<file path="config.mk">
export PLATFORM = sky130hd
export DESIGN_NAME = uart_tx_fifo
export DESIGN_NICKNAME = d
export VERILOG_FILES = /design/src/rtl/uart_tx_fifo.sv
export SDC_FILE = /design/constraint.sdc
export NUM_CORES = 1
export LEC_CHECK = 0
export CAP_MARGIN = 20
export CORE_MARGIN = 1
export CORE_UTILIZATION = 40
export CTS_BUF_LIST = sky130_fd_sc_hd__clkbuf_8 sky130_fd_sc_hd__clkbuf_16
export DETAILED_ROUTE_END_ITERATION = 8
export PLACE_DENSITY = 0.69
export SLEW_MARGIN = 20
export SYNTH_ARGS = -nofsm -noshare
export SYNTH_HDL_FRONTEND = slang
export SYNTH_SLANG_ARGS = --single-unit
</file>
<file path="constraint.sdc">
create_clock -name clk -period 5.95 [get_ports clk]
set_clock_uncertainty 0.1 [all_clocks]
set_input_delay 0.595 -clock clk [delete_from_list [all_inputs] [get_ports clk]]
set_output_delay 0.595 -clock clk [all_outputs]
set_load 0.005 [all_outputs]
</file>
<file path="src/rtl/uart_tx_fifo.sv">
// Byte FIFO feeding a UART transmitter, paced by the UART's busy status.
// Define UART_TX_FIFO_CTS_EN to add the active-low cts_n flow-control input.
module uart_tx_fifo #(
  parameter int unsigned DEPTH_BITS    = 4,
  parameter int unsigned START_TIMEOUT = 4
) (
  input  logic                clk,
  input  logic                rst_n,
  input  logic                clear,
  input  logic                wr_stb,
  input  logic [7:0]          wr_data,
  output logic                full,
  output logic                empty,
  output logic [DEPTH_BITS:0] count,
  output logic                overflow,
  output logic                uart_transmit,
  output logic [7:0]          uart_tx_byte,
  input  logic                uart_is_transmitting
`ifdef UART_TX_FIFO_CTS_EN
  ,
  input  logic                cts_n
`endif
);

  localparam int unsigned DEPTH = 1 << DEPTH_BITS;
  localparam int unsigned CW    = DEPTH_BITS + 1;
  localparam int unsigned TW    = (START_TIMEOUT > 1) ? $clog2(START_TIMEOUT) : 1;

  typedef enum logic [1:0] {
    S_IDLE       = 2'd0,
    S_WAIT_START = 2'd1,
    S_WAIT_DONE  = 2'd2
  } state_e;

  state_e                state_q, state_d;
  logic [TW-1:0]         timer_q, timer_d;
  logic [DEPTH_BITS-1:0] wr_ptr_q, wr_ptr_d;
  logic [DEPTH_BITS-1:0] rd_ptr_q, rd_ptr_d;
  logic [CW-1:0]         count_q, count_d;
  logic                  full_q, full_d;
  logic                  empty_q, empty_d;
  logic                  overflow_q, overflow_d;
  logic                  transmit_q, transmit_d;
  logic [7:0]            tx_byte_q, tx_byte_d;
  logic [7:0]            mem_q [DEPTH];
  logic                  wr_en;
  logic                  pop;
  logic                  cts_ok;

`ifdef UART_TX_FIFO_CTS_EN
  assign cts_ok = ~cts_n;
`else
  assign cts_ok = 1'b1;
`endif

  // Next-state: launch FSM, then pointer/count bookkeeping, then clear override.
  always_comb begin
    state_d    = state_q;
    timer_d    = timer_q;
    wr_ptr_d   = wr_ptr_q;
    rd_ptr_d   = rd_ptr_q;
    count_d    = count_q;
    transmit_d = 1'b0;
    tx_byte_d  = tx_byte_q;
    pop        = 1'b0;

    case (state_q)
      S_IDLE: begin
        if ((count_q != '0) && !uart_is_transmitting && cts_ok) begin
          pop        = 1'b1;
          transmit_d = 1'b1;
          tx_byte_d  = mem_q[rd_ptr_q];
          timer_d    = '0;
          state_d    = S_WAIT_START;
        end
      end
      S_WAIT_START: begin
        // A UART that never goes busy (e.g. reset mid-launch) must not hang us.
        if (uart_is_transmitting) begin
          timer_d = '0;
          state_d = S_WAIT_DONE;
        end else if (timer_q == TW'(START_TIMEOUT - 1)) begin
          timer_d = '0;
          state_d = S_IDLE;
        end else begin
          timer_d = timer_q + TW'(1);
        end
      end
      S_WAIT_DONE: begin
        if (!uart_is_transmitting) begin
          state_d = S_IDLE;
        end
      end
      default: begin
        timer_d = '0;
        state_d = S_IDLE;
      end
    endcase

    wr_en      = wr_stb && !full_q && !clear;
    overflow_d = wr_stb && full_q && !clear;

    if (wr_en) begin
      wr_ptr_d = wr_ptr_q + DEPTH_BITS'(1);
    end
    if (pop) begin
      rd_ptr_d = rd_ptr_q + DEPTH_BITS'(1);
    end
    case ({wr_en, pop})
      2'b10:   count_d = count_q + CW'(1);
      2'b01:   count_d = count_q - CW'(1);
      default: count_d = count_q;
    endcase

    if (clear) begin
      wr_en    = 1'b0;
      wr_ptr_d = '0;
      rd_ptr_d = '0;
      count_d  = '0;
    end

    full_d  = (count_d == CW'(DEPTH));
    empty_d = (count_d == '0);
  end

  always_ff @(posedge clk or negedge rst_n) begin
    if (!rst_n) begin
      state_q    <= S_IDLE;
      timer_q    <= '0;
      wr_ptr_q   <= '0;
      rd_ptr_q   <= '0;
      count_q    <= '0;
      full_q     <= 1'b0;
      empty_q    <= 1'b1;
      overflow_q <= 1'b0;
      transmit_q <= 1'b0;
      tx_byte_q  <= 8'h00;
    end else begin
      state_q    <= state_d;
      timer_q    <= timer_d;
      wr_ptr_q   <= wr_ptr_d;
      rd_ptr_q   <= rd_ptr_d;
      count_q    <= count_d;
      full_q     <= full_d;
      empty_q    <= empty_d;
      overflow_q <= overflow_d;
      transmit_q <= transmit_d;
      tx_byte_q  <= tx_byte_d;
    end
  end

  // Storage array needs no reset; count gates every read.
  always_ff @(posedge clk) begin
    if (wr_en) begin
      mem_q[wr_ptr_q] <= wr_data;
    end
  end

  assign full          = full_q;
  assign empty         = empty_q;
  assign count         = count_q;
  assign overflow      = overflow_q;
  assign uart_transmit = transmit_q;
  assign uart_tx_byte  = tx_byte_q;

endmodule

</file>
==> results.md <==
* Port bufs at 29
* RePlAce Congestion at approximately 0.74
* Overflow after GRT at 0
* Final Critical Period at 3.30 ns
* Routed vias/inst at 5.26
* Clock Tree Root: clkbuf_16
* Longest Clk Path Bufs at 2
* Maxcap violations at 0
* Crit path kind: input port to register
* Main synth FF type: edfxtp_1
* Cts hold-fix bufs at 0
* Clock slew at reported path FFs at ~0.060 ns
* H-tree Lvls at 4
* Dpl cell area at 6990 µm²
* Vias in the first global route at 3179
* Mapped Area at 6490 µm²
* Core area at ~16000 µm²
* Core Rows at 46
* Fin Setup TNS at 0 ns
* Slew margin rel. at 20.2%
* CP cell instances: clkdlybuf4s50_1, a2111oi_4, buf_4, ha_1, xor2_1, ha_1, a21oi_1, mux2i_1, xor2_1, nand2_1, nor4b_1
* # nets final at 390
* Register area share after synthesis at between 70% and 80%
* M1 GR Usage at 20.7%
* Largest net degree at the start of global routing at 36
* Async SR Flop Fraction at between 10% and 20%
* Worst Tran Pin Value at 1.19 ns
* EDFF count, synth at 128
* Critical Path AT at around 3.5 ns
* Max Transition Viols Final at 0
* Post-route cell area at 7530 µm²
* Startpoint Class: input port
* Unrepaired setup endpoints after global routing: false
* Final setup violating endpoints at 0
* Die area at 16700 µm²
* GRT Max-Usage Layer: met2
* P_leak at between 2 and 3 nW
* Detailed Place HPWL at around 7300 µm
* First-pass DRT Iterations at 4
* Ports at 30
* Drt drc at 0
* First-pass GRT wire length at 18800 µm
* Fin. Hold Viols at 0
* Synth unique cells at 35
* Final Cycle Share at 55.4%
* Post-Syn Nets at roughly 360
* Post-synthesis cell count at about 330
* Share of layout cells above drive strength 1 at 14.3%
* Max Freq at between 300 and 400 MHz
* Drt first-iter violations at around 180
* TritonCTS clock tree: done
* Initial core utilization at approximately 41%
* CP max stage delay at 0.54 ns
* Worst Setup End Kind: register
* Ys Warns at 0
* Drt total wl at 12500 µm
* Outcome: finished, final reports clean
* Total GRT Usage at around 16%
* Clock buffer count from CTS at 17
* Hold Path Class: register to register
* Clk Latency, worst-skew pair at between 0.4 and 0.5 ns
* Peak supply drop at roughly 0.24 mV
* Seq cells post-synth at between 150 and 200
* Critical Path Fanout Max at 15
* Ant. Diodes at 0
* Clock sink total at 157
* Met3 GRT Util at 4.42%
* Vias post-DR at about 3100
* Required @ worst endpoint at 6.16 ns
* Power density cells at a little under 400 nW/µm²
* Post-CTS Setup Inserts at 0
* Initial antenna violation count at 0
* P&R area growth vs syn at 16.0%
* Die W at between 100 and 150 µm
* Met2 usage at a little over a quarter
* FILL cells at around 1400
* DRT antenna net count at 0
* Final Core Density at 47.4%
* # resized after CTS at 0
* Slowest-stage cell, CP: clkdlybuf4s50_1
* Routed len/inst at about 21 µm
* Avg Cell Area, Syn at a little under 20 µm²
* Die Ht at 129 µm
## layout by cell type (no fill, tap or decap), types with 2 or more instances in the layout
| cell type | instances |
|---|---|
| mux2i_1 | 3 |
| mux2_4 | 8 |
| o21ai_0 | 4 |
| dfrtp_1 | 28 |
| clkbuf_16 | 17 |
| nor2b_1 | 3 |
| nand2b_1 | 5 |
| mux4_2 | 10 |
| clkinv_2 | 2 |
| mux4_1 | 30 |
| nand2_1 | 11 |
| ha_1 | 9 |
| nor4b_1 | 2 |
| nor2_1 | 34 |
| xnor2_1 | 4 |
| clkinv_4 | 3 |
| buf_4 | 4 |
| a211oi_1 | 2 |
| nand4_1 | 2 |
| and3b_1 | 2 |
| nor2_2 | 3 |
| clkdlybuf4s50_1 | 29 |
| inv_6 | 2 |
| xor2_1 | 8 |
| a21oi_1 | 6 |
| edfxtp_1 | 128 |
| inv_1 | 5 |
## cells by family (layout without fill, tap and decap cells)
logic type / Yosys count / after routing / share of synthesized area [%]
AO/OA/AOI/OAI: 18 / 18 / 1.89
XOR/XNOR: 12 / 12 / 1.62
adder cells (fa/ha/maj): 9 / 9 / 1.73
buffers and inverters: 20 / 65 / 1.73
flip-flops: 157 / 157 / 70.4
multiplexers: 51 / 51 / 17.9
AND/OR/NAND/NOR: 66 / 66 / 4.70
## cell type report
cell class                 instances  area, µm²  share of cell area, %
clock buffer                      17        425                   5.65
timing repair buffer              33        320                   4.25
sequential                       157       4570                   60.7
inverter                           3       11.3                  0.150
clock inverter                    12        103                   1.36
tap                              216        270                   3.59
multi-input combinational        156       1830                   24.3
## metal layers
| layer | wire (µm) | share of wire, % | up-vias |
|---|---|---|---|
| li1 | - | - | 1404 |
| met1 | 5380 | 43 | 1643 |
| met2 | 6420 | 52 | 68 |
| met3 | 537 | 4.3 | 12 |
| met4 | 111 | 0.89 | 0 |
| met5 | 0 | 0 | - |
## final timing paths
check | slack (ns) | start | end | cells after the start
setup / recovery | 2.65 | uart_is_transmitting | full$_DFF_PN0_ | 11
hold / removal | 0.40 | timer_q[1]$_DFFE_PN0P_ | timer_q[1]$_DFFE_PN0P_ | 2
setup reg to reg | 2.70 | count[2]$_DFF_PN0_ | full$_DFF_PN0_ | 11
hold reg to reg | 0.40 | timer_q[1]$_DFFE_PN0P_ | timer_q[1]$_DFFE_PN0P_ | 2
max in group asynchronous | 4.96 | rst_n | empty$_DFF_PN1_ | 2
min in group asynchronous | 0.47 | rst_n | count[0]$_DFF_PN0_ | 2
## stage by stage
stage | cells | setup WS (ns) | hold slack [ns] | power, W
floorplan | 333 | 2.76 | 0.199 | 0.00180
global placement | 565 | 2.41 | 0.373 | 0.00198
detailed placement | 565 | 2.26 | 0.397 | 0.00200
CTS | 594 | 2.65 | 0.408 | 0.00297
global route | 594 | 2.40 | 0.433 | 0.00308
finish | 594 | 2.65 | 0.398 | 0.00296
## worst max-delay path, delay by kind of cell
family / cells / cell delay (ns)
AND/OR/NAND/NOR: 2 / 0.32
buffers and inverters: 2 / 0.84
adder cells (fa/ha/maj): 2 / 0.57
AO/OA/AOI/OAI: 2 / 0.53
XOR/XNOR: 2 / 0.35
multiplexers: 1 / 0.28
## cell usage after synthesis, types with 2 or more instances
cell        n  share of area, %
mux4_2     10               3.5
nor2b_1     3              0.29
nand2b_1    5              0.48
nor4b_1     2              0.27
edfxtp_1  128                59
buf_6       3              0.52
dfrtp_1    28                11
xnor2_1     4              0.54
xor2_1      8               1.1
mux2i_1     3              0.46
nand2_1    11              0.64
nor2_1     37               2.1
mux4_1     30                12
ha_1        9               1.7
and3b_1     2              0.27
a211oi_1    2              0.23
nand4_1     2              0.19
o21ai_0     4              0.31
mux2_4      8               1.9
a21oi_1     6              0.46
clkbuf_1   12              0.69
inv_1       3              0.17
## sequential cells by signal, indices dropped and copies added, names as in the netlist
signal / flops
rd_ptr_q: 4
empty: 1
mem_q: 128
count: 5
uart_transmit: 1
wr_ptr_q: 4
state_q: 2
timer_q: 2
full: 1
uart_tx_byte: 8
overflow: 1
## where the power goes
part	switching, W	total [W]	internal, W
Sequential	0.0000672	0.00133	0.00126
Clock	0.000417	0.000982	0.000565
Combinational	0.000275	0.000643	0.000368
Power figures use the tool's default switching activity.
